## config.mk

```make
export PLATFORM = sky130hd
export DESIGN_NAME = tiger_irq_ctrl
export DESIGN_NICKNAME = d
export VERILOG_FILES = /design/src/rtl/tiger_irq_pkg.sv /design/src/rtl/tiger_irq_prio.sv /design/src/rtl/tiger_irq_ctrl.sv
export SDC_FILE = /design/constraint.sdc
export NUM_CORES = 1
export LEC_CHECK = 0
export CAP_MARGIN = 20
export CELL_PAD_IN_SITES_DETAIL_PLACEMENT = 2
export CELL_PAD_IN_SITES_GLOBAL_PLACEMENT = 2
export CORE_UTILIZATION = 41
export CTS_BUF_LIST = sky130_fd_sc_hd__clkbuf_16
export DETAILED_ROUTE_END_ITERATION = 12
export DONT_BUFFER_PORTS = 1
export HOLD_SLACK_MARGIN = 0.15
export PLACE_DENSITY_LB_ADDON = 0.1
export SETUP_SLACK_MARGIN = 0.1
export SLEW_MARGIN = 10
export SYNTH_ARGS = -nofsm -noshare
export SYNTH_HDL_FRONTEND = slang
export SYNTH_HIERARCHICAL = 1
export SYNTH_SLANG_ARGS = --single-unit
```

## constraint.sdc

```tcl
create_clock -name clk -period 4.7 [get_ports clk]
set_input_delay 0.94 -clock clk [delete_from_list [all_inputs] [get_ports clk]]
set_output_delay 0.94 -clock clk [all_outputs]
set_load 0.1 [all_outputs]
```

## src/rtl/tiger_irq_pkg.sv

```systemverilog
// Shared definitions for the Tiger interrupt controller:
// CSR word addresses, CTRL/ID bit positions and the FSM state type.
package tiger_irq_pkg;

    localparam logic [2:0] ADDR_RAW    = 3'd0;
    localparam logic [2:0] ADDR_ENABLE = 3'd1;
    localparam logic [2:0] ADDR_EDGE   = 3'd2;
    localparam logic [2:0] ADDR_CLEAR  = 3'd3;
    localparam logic [2:0] ADDR_CTRL   = 3'd4;
    localparam logic [2:0] ADDR_ID     = 3'd5;
    localparam logic [2:0] ADDR_EOI    = 3'd6;

    localparam int CTRL_GIE   = 0;
    localparam int CTRL_INSVC = 1;
    localparam int ID_VALID   = 31;

    typedef enum logic [1:0] {
        ST_IDLE    = 2'd0,
        ST_ASSERT  = 2'd1,
        ST_SERVICE = 2'd2
    } irq_state_e;

endpackage

```

## src/rtl/tiger_irq_prio.sv

```systemverilog
// Lowest-index-wins priority encoder (combinational).
// Ports: req_i (request vector), valid_o (any request), id_o (winner index).
module tiger_irq_prio
    import tiger_irq_pkg::*;
#(
    parameter int N_IRQ = 8,
    parameter int IDW   = (N_IRQ > 1) ? $clog2(N_IRQ) : 1
) (
    input  logic [N_IRQ-1:0] req_i,
    output logic             valid_o,
    output logic [IDW-1:0]   id_o
);

    // Scan from the top down so the lowest set index is written last.
    always_comb begin
        valid_o = 1'b0;
        id_o    = '0;
        for (int i = N_IRQ - 1; i >= 0; i--) begin
            if (req_i[i]) begin
                valid_o = 1'b1;
                id_o    = IDW'(i);
            end
        end
    end

endmodule

```

## src/rtl/tiger_irq_ctrl.sv

```systemverilog
// Tiger interrupt controller: per-line capture (level/edge), enable mask,
// lowest-index priority, non-nesting request/ack/EOI handshake, Avalon-MM CSRs.
// Ports: clk, reset_n (async, active-low), irq_in (peripheral lines),
//   avs_* (CSR slave, read latency 1), cpu_irq/cpu_irq_id/cpu_irq_ack (CPU side).
module tiger_irq_ctrl
    import tiger_irq_pkg::*;
#(
    parameter int N_IRQ = 8,
    parameter int IDW   = (N_IRQ > 1) ? $clog2(N_IRQ) : 1
) (
    input  logic             clk,
    input  logic             reset_n,
    input  logic [N_IRQ-1:0] irq_in,
    input  logic [2:0]       avs_address,
    input  logic             avs_read,
    input  logic             avs_write,
    input  logic [31:0]      avs_writedata,
    output logic [31:0]      avs_readdata,
    output logic             cpu_irq,
    output logic [IDW-1:0]   cpu_irq_id,
    input  logic             cpu_irq_ack
);

    logic [N_IRQ-1:0] raw_q, raw_d;
    logic [N_IRQ-1:0] enable_q;
    logic [N_IRQ-1:0] edge_q;
    logic [N_IRQ-1:0] prev_q;
    logic             gie_q;
    irq_state_e       state_q, state_d;
    logic             irq_q, irq_d;
    logic [IDW-1:0]   id_q, id_d;
    logic [31:0]      rdata_q, rdata_d;

    logic [N_IRQ-1:0] wdata_n;
    logic [N_IRQ-1:0] clr_mask;
    logic [N_IRQ-1:0] ack_mask;
    logic [N_IRQ-1:0] rise;
    logic [N_IRQ-1:0] active;
    logic             win_valid;
    logic [IDW-1:0]   win_id;
    logic             wr_enable, wr_edge, wr_clear;
    logic             wr_ctrl, wr_eoi;
    logic             ack_fire;
    logic             gie_off_wr;
    logic             unused_wdata;

    assign unused_wdata = ^avs_writedata;
    assign wdata_n      = avs_writedata[N_IRQ-1:0];

    assign wr_enable = avs_write && (avs_address == ADDR_ENABLE);
    assign wr_edge   = avs_write && (avs_address == ADDR_EDGE);
    assign wr_clear  = avs_write && (avs_address == ADDR_CLEAR);
    assign wr_ctrl   = avs_write && (avs_address == ADDR_CTRL);
    assign wr_eoi    = avs_write && (avs_address == ADDR_EOI);

    assign gie_off_wr = wr_ctrl && !avs_writedata[CTRL_GIE];
    assign ack_fire   = (state_q == ST_ASSERT) && cpu_irq_ack;

    assign clr_mask = wr_clear ? wdata_n : '0;
    assign ack_mask = ack_fire ? (N_IRQ'(1) << id_q) : '0;
    assign rise     = irq_in & ~prev_q;

    // Edge lines: a new rising edge wins over any clear in the same cycle.
    assign raw_d = (edge_q & (rise | (raw_q & ~(clr_mask | ack_mask))))
                 | (~edge_q & irq_in);

    assign active = raw_q & enable_q;

    tiger_irq_prio #(
        .N_IRQ (N_IRQ),
        .IDW   (IDW)
    ) u_prio (
        .req_i   (active),
        .valid_o (win_valid),
        .id_o    (win_id)
    );

    // ID is latched only on entry to ASSERT and then frozen until the
    // next request, so a dropping or pre-empting line cannot change it.
    always_comb begin
        state_d = state_q;
        id_d    = id_q;
        unique case (state_q)
            ST_IDLE: begin
                if (gie_q && win_valid) begin
                    state_d = ST_ASSERT;
                    id_d    = win_id;
                end
            end
            ST_ASSERT: begin
                if (cpu_irq_ack) begin
                    state_d = ST_SERVICE;
                end else if (gie_off_wr) begin
                    state_d = ST_IDLE;
                end
            end
            ST_SERVICE: begin
                if (wr_eoi) begin
                    state_d = ST_IDLE;
                end
            end
            default: state_d = ST_IDLE;
        endcase
        irq_d = (state_d == ST_ASSERT);
    end

    // Read data reflects pre-edge register values; held between reads.
    always_comb begin
        rdata_d = rdata_q;
        if (avs_read) begin
            rdata_d = '0;
            unique case (avs_address)
                ADDR_RAW:    rdata_d = 32'(raw_q);
                ADDR_ENABLE: rdata_d = 32'(enable_q);
                ADDR_EDGE:   rdata_d = 32'(edge_q);
                ADDR_CTRL: begin
                    rdata_d[CTRL_GIE]   = gie_q;
                    rdata_d[CTRL_INSVC] = (state_q == ST_SERVICE);
                end
                ADDR_ID: begin
                    if (state_q != ST_IDLE) begin
                        rdata_d[ID_VALID] = 1'b1;
                        rdata_d[IDW-1:0]  = id_q;
                    end
                end
                default: rdata_d = '0;
            endcase
        end
    end

    always_ff @(posedge clk or negedge reset_n) begin
        if (!reset_n) begin
            raw_q    <= '0;
            enable_q <= '0;
            edge_q   <= '0;
            prev_q   <= '0;
            gie_q    <= 1'b0;
            state_q  <= ST_IDLE;
            irq_q    <= 1'b0;
            id_q     <= '0;
            rdata_q  <= '0;
        end else begin
            raw_q   <= raw_d;
            prev_q  <= irq_in;
            state_q <= state_d;
            irq_q   <= irq_d;
            id_q    <= id_d;
            rdata_q <= rdata_d;
            if (wr_enable) begin
                enable_q <= wdata_n;
            end
            if (wr_edge) begin
                edge_q <= wdata_n;
            end
            if (wr_ctrl) begin
                gie_q <= avs_writedata[CTRL_GIE];
            end
        end
    end

    assign avs_readdata = rdata_q;
    assign cpu_irq      = irq_q;
    assign cpu_irq_id   = id_q;

endmodule

```

Yosys cells after proc, flatten, opt, wreduce, memory -nomap -nowiden
Cells that the tools add are included.
{"block": "totals", "ff_bits": 71, "output_inout_bits": 36, "input_bits": 48, "wordCells": 72}
{"block": "op_classes", "mux": 29, "n_bitwise": 11, "shift": 1, "eq_ne": 9, "reduce_logical": 13}
{"cell": "8-bit AND", "n": 5}
{"cell": "3-bit two-way mux", "n": 9}
{"cell": "8-bit inverter", "n": 3}
{"cell": "8-bit bitwise OR", "n": 3}
{"cell": "8-bit two-way mux", "n": 2}
{"cell": "5-bit one-hot mux with 3 select lines", "n": 1}
{"cell": "1-bit two-way mux", "n": 10}
{"cell": "2-bit one-hot mux with 5 select lines", "n": 1}
{"cell": "3-bit equality test, second input constant", "n": 3}
{"cell": "1-bit logical AND", "n": 8}
{"cell": "2-bit two-way mux", "n": 4}
{"cell": "1-bit by 3-bit << shifter with 8-bit output, first input constant", "n": 1}
{"cell": "3-bit by 2-bit equality test with 1-bit output, second input constant", "n": 2}
{"cell": "2-bit one-hot mux with 3 select lines", "n": 1}
{"cell": "2-bit by 1-bit equality test with 1-bit output, second input constant", "n": 2}
{"cell": "1-bit one-hot mux with 4 select lines", "n": 1}
{"cell": "3-bit by 1-bit equality test with 1-bit output, second input constant", "n": 1}
{"cell": "3-bit zero test", "n": 1}
{"cell": "2-bit equality test, second input constant", "n": 1}
{"cell": "2-bit zero test", "n": 1}
{"cell": "2-bit AND reduction", "n": 1}
{"cell": "2-bit nonzero test", "n": 1}
{"cell": "1-bit zero test", "n": 1}

Longest topological paths before layout
{"block": "logic_depth", "ltp_word": 13, "ltp_mapped": 7}

Modules after synthesis
Netlist, hierarchy kept.
{"mod": "tiger_irq_ctrl", "cells_per_inst": 221, "n_inst": 1, "seq_area_each_um2": 1201.2, "area_per_inst_um2": 2397.3}
{"mod": "tiger_irq_prio", "cells_per_inst": 13, "n_inst": 1, "seq_area_each_um2": 0.0, "area_per_inst_um2": 80.1}

Worst setup path before layout
OpenSTA, ideal clock, no wires.
{"block": "synth_timing", "path_kind": "input to register", "startpoint": "input avs_address[2]", "endpoint": "register enable_q[0]", "path_buffers": 0, "arrival_ns": 1.813, "path_stages": 3, "setup_time_ns": 0.125, "setup_slack_ns": 2.762, "cell_sequence": "nand2b_4 > nor3b_4 > mux2_2"}
{"block": "synth_between", "elab_chain_len": 2}
{"item": "start: declaration", "line": "tiger_irq_ctrl.sv:14", "rtl": "input logic [2:0] avs_address,"}
{"item": "3-bit by 1-bit equality test with 1-bit output", "line": "tiger_irq_ctrl.sv:50", "rtl": "assign wr_enable = avs_write && (avs_address == ADDR_ENABLE);"}
{"item": "1-bit logical AND", "line": "tiger_irq_ctrl.sv:50"}
{"item": "end signal: assignment", "line": "tiger_irq_ctrl.sv:150", "rtl": "enable_q <= wdata_n;"}
{"item": "end: declaration", "line": "tiger_irq_ctrl.sv:25", "rtl": "logic [N_IRQ-1:0] enable_q;"}
No other way between the ends.
A chain may end at the register's enable or synchronous reset.

Final worst setup path
{"block": "layout_timing", "startpoint": "register id_q[2], in the netlist cpu_irq_id[2]", "endpoint": "output cpu_irq_id[2]"}
{"item": "start: declaration", "line": "tiger_irq_ctrl.sv:31", "rtl": "logic [IDW-1:0] id_q, id_d;"}
{"item": "start signal: assignment", "line": "tiger_irq_ctrl.sv:147", "rtl": "id_q <= id_d;"}
{"item": "end: declaration", "line": "tiger_irq_ctrl.sv:20", "rtl": "output logic [IDW-1:0] cpu_irq_id,"}
No word-level cell between the ends.

==> flow_metrics.env <==
export IMPL_outcome="completed"
export IMPL_slew_headroom_pct=29.1
export IMPL_fin_skew_ns=0.00614
export IMPL_hold_ws_ns=0.343
export IMPL_place_hpwl_um=4770
export IMPL_hold_path_class="in2async"
export IMPL_total_power_mw=1.43
export IMPL_synth_warnings=6
export IMPL_viasPerCell=5.54
export IMPL_cts_resized=0
export IMPL_async_reset_ff_share_pct=100
export IMPL_p_sw_share_pct=43.4
export IMPL_grt_pass1_vias=1869
export IMPL_antenna_found_initial=0
export IMPL_leakagePower_nw=1.09
export IMPL_syn_area_per_cell_sq_um=10.6
export IMPL_antennaDiodeCount=0
export IMPL_synth_edf_count=0
export IMPL_clockBufferDepth=2
export IMPL_ctsHoldBuffers=0
export IMPL_r2r_cells=4
export IMPL_drive_above_1_share_pct=15.4
export IMPL_netlist_instances=234
export IMPL_place_congestion=0.765
export IMPL_die_w_um=79.7
export IMPL_io_buffers=0
export IMPL_rows=27
export IMPL_hold_viol_final=0
export IMPL_timing_reg2reg_setup_slack_ns=2.64
export IMPL_tightest_slew_ns=1.06
export IMPL_cts_htree_levels=2
export IMPL_p_seq_share_pct=49.8
export IMPL_initial_core_util_pct=43.7
export IMPL_cts_tree="built"
export IMPL_layout_common_cells="48 x dfrtp_1, 23 x conb_1, 19 x mux2_2"
export IMPL_cts_clk_slew_worst_paths_ns=0.07
export IMPL_final_common_cell="dfrtp_1"
export IMPL_wl_um=6500
export IMPL_die_y_um=79.7
export IMPL_stdcell_count=306
export IMPL_root_buffer="clkbuf_16"
export IMPL_grt_overflow_total=0
export IMPL_rsz0062_at_grt="no"
export IMPL_fmax_mhz=438
export IMPL_worstPathMaxFanout=6
export IMPL_synthesis_area_sq_um=2480
export IMPL_cts_sinks=48
export IMPL_vdd_ir_drop_max_mv=0.185
export IMPL_fillers=603
export IMPL_pwr_share_clk_pct=24.6
export IMPL_path_class="reg2out"
export IMPL_nNetsFinal=281
export IMPL_wl_per_cell_um=21.2
export IMPL_setup_viol=0
export IMPL_fin_crit_sh_pct=48.6
export IMPL_cp_start_kind="flip-flop"
export IMPL_dr_pass1_iters=4
export IMPL_powerDensity_nw_per_um2=555
export IMPL_synth_main_ff_cell="dfrtp_1"
export IMPL_grt_usage_pct=22.7
export IMPL_cp_data_arrival_time_ns=1.34
export IMPL_multiInputGateArea_sq_um=1090
export IMPL_placedCellCount=298
export IMPL_grt_max_degree=49
export IMPL_final_util_pct=45.5
export IMPL_core_sq_um=5680
export IMPL_cp_end_kind="output pin"
export IMPL_crit_required_ns=3.76
export IMPL_pwr_share_comb_pct=25.6
export IMPL_intPower_uw=811
export IMPL_maxCapViolCount=0
export IMPL_boundaryPins=84
export IMPL_r2r_end="raw_q[5]"
export IMPL_grt_pass1_wl_um=10400
export IMPL_insertion_delay_ns=0.29
export IMPL_num_vias=1695
export IMPL_worstReg2RegStart="cpu_irq_id[2]"
export IMPL_cts_buffers=5
export IMPL_slew_viol_final=0
export IMPL_die_area_sq_um=6360
export IMPL_ant_nets=0
export IMPL_ys_types=37
export IMPL_drc=0
export IMPL_regArea_sq_um=1200
export IMPL_critPathLaunch="cpu_irq_id[2]"
export IMPL_area_growth_pct=4.19
export IMPL_p_switching_uw=622
export IMPL_post_cts_buffers=0
export IMPL_initialDrtViolationCount=89
export IMPL_yosysSeqAreaShare_pct=48.5
export IMPL_ys_seq_elements=48
export IMPL_period_minus_slack_ns=2.28
export IMPL_finalSetupTns_ns=0
layer usage:
metal  track usage (%)  vias up  wire, um
met5                 0        -         0
met4              7.14        0        90
met3              6.06        9       343
met2              39.6       48      3370
met1              27.1      864      2700
li1                  -      774         -
worst max path at each step:
stage / to / slack [ns] / cells past startpoint
floorplan: enable_q[0] / 2.76 / 3
global placement: enable_q[5] / 2.56 / 3
detailed placement: enable_q[0] / 2.55 / 3
CTS: cpu_irq_id[2] / 2.41 / 0
global route: cpu_irq_id[2] / 2.38 / 0
finish: cpu_irq_id[2] / 2.42 / 0
final cells by class:
| type | instances | area share (%) |
|---|---|---|
| Clock buffer | 5 | 4.85 |
| Clock inverter | 3 | 0.727 |
| Inverter | 12 | 1.75 |
| Multi-Input combinational cell | 165 | 42.4 |
| Sequential cell | 48 | 46.5 |
| Tap cell | 72 | 3.49 |
| Timing Repair Buffer | 1 | 0.291 |
cells by family after synthesis:
family / after synthesis / share of synthesized area [%]
other: 1 / 0.151
DFF: 48 / 48.5
and+or+nand+nor: 71 / 17.0
muxes: 26 / 11.5
AOI/OAI and AO/OA: 45 / 12.2
buffers and inverters: 43 / 10.7
cell usage after synthesis (all sizes together), types with 2 or more instances:
cell type,count,area [sq um]
dfrtp,48,1200
buf,28,209
mux2,19,214
nand2,16,60.1
nor2,15,63.8
a21oi,14,70.1
inv,12,45.0
and2,8,50.1
nand3b,8,60.1
a32o,7,70.1
mux2i,7,70.1
o22ai,7,43.8
nor3,6,41.3
o21ai,6,30.0
nand2b,5,38.8
a211oi,4,30.0
nor4,4,31.3
clkbuf,3,11.3
nor2b,3,18.8
a32oi,2,17.5
and3,2,12.5
or2,2,12.5
state kept, by name (all words and copies together), names as in the netlist:
| name | flops |
|---|---|
| avs_readdata | 9 |
| cpu_irq | 1 |
| cpu_irq_id | 3 |
| edge_q | 8 |
| enable_q | 8 |
| gie_q | 1 |
| prev_q | 8 |
| raw_q | 8 |
| state_q | 2 |
per-stage QoR:
step                      worst slack (ns)  cell area (sq um)
after global placement                2.56               2440
after CTS                             2.41               2580
final                                 2.42               2580
after global routing                  2.38               2580
after floorplan                       2.76               2560
after detailed placement              2.55               2440
power groups by stage:
stage	logic [mW]	clock network (mW)	registers (mW)
finish	0.367	0.353	0.713
global route	0.394	0.375	0.725
CTS	0.367	0.362	0.713
detailed placement	0.364	0	0.720
global placement	0.345	0	0.712
floorplan	0.299	0	0.720
Power figures use the tool's default switching activity.
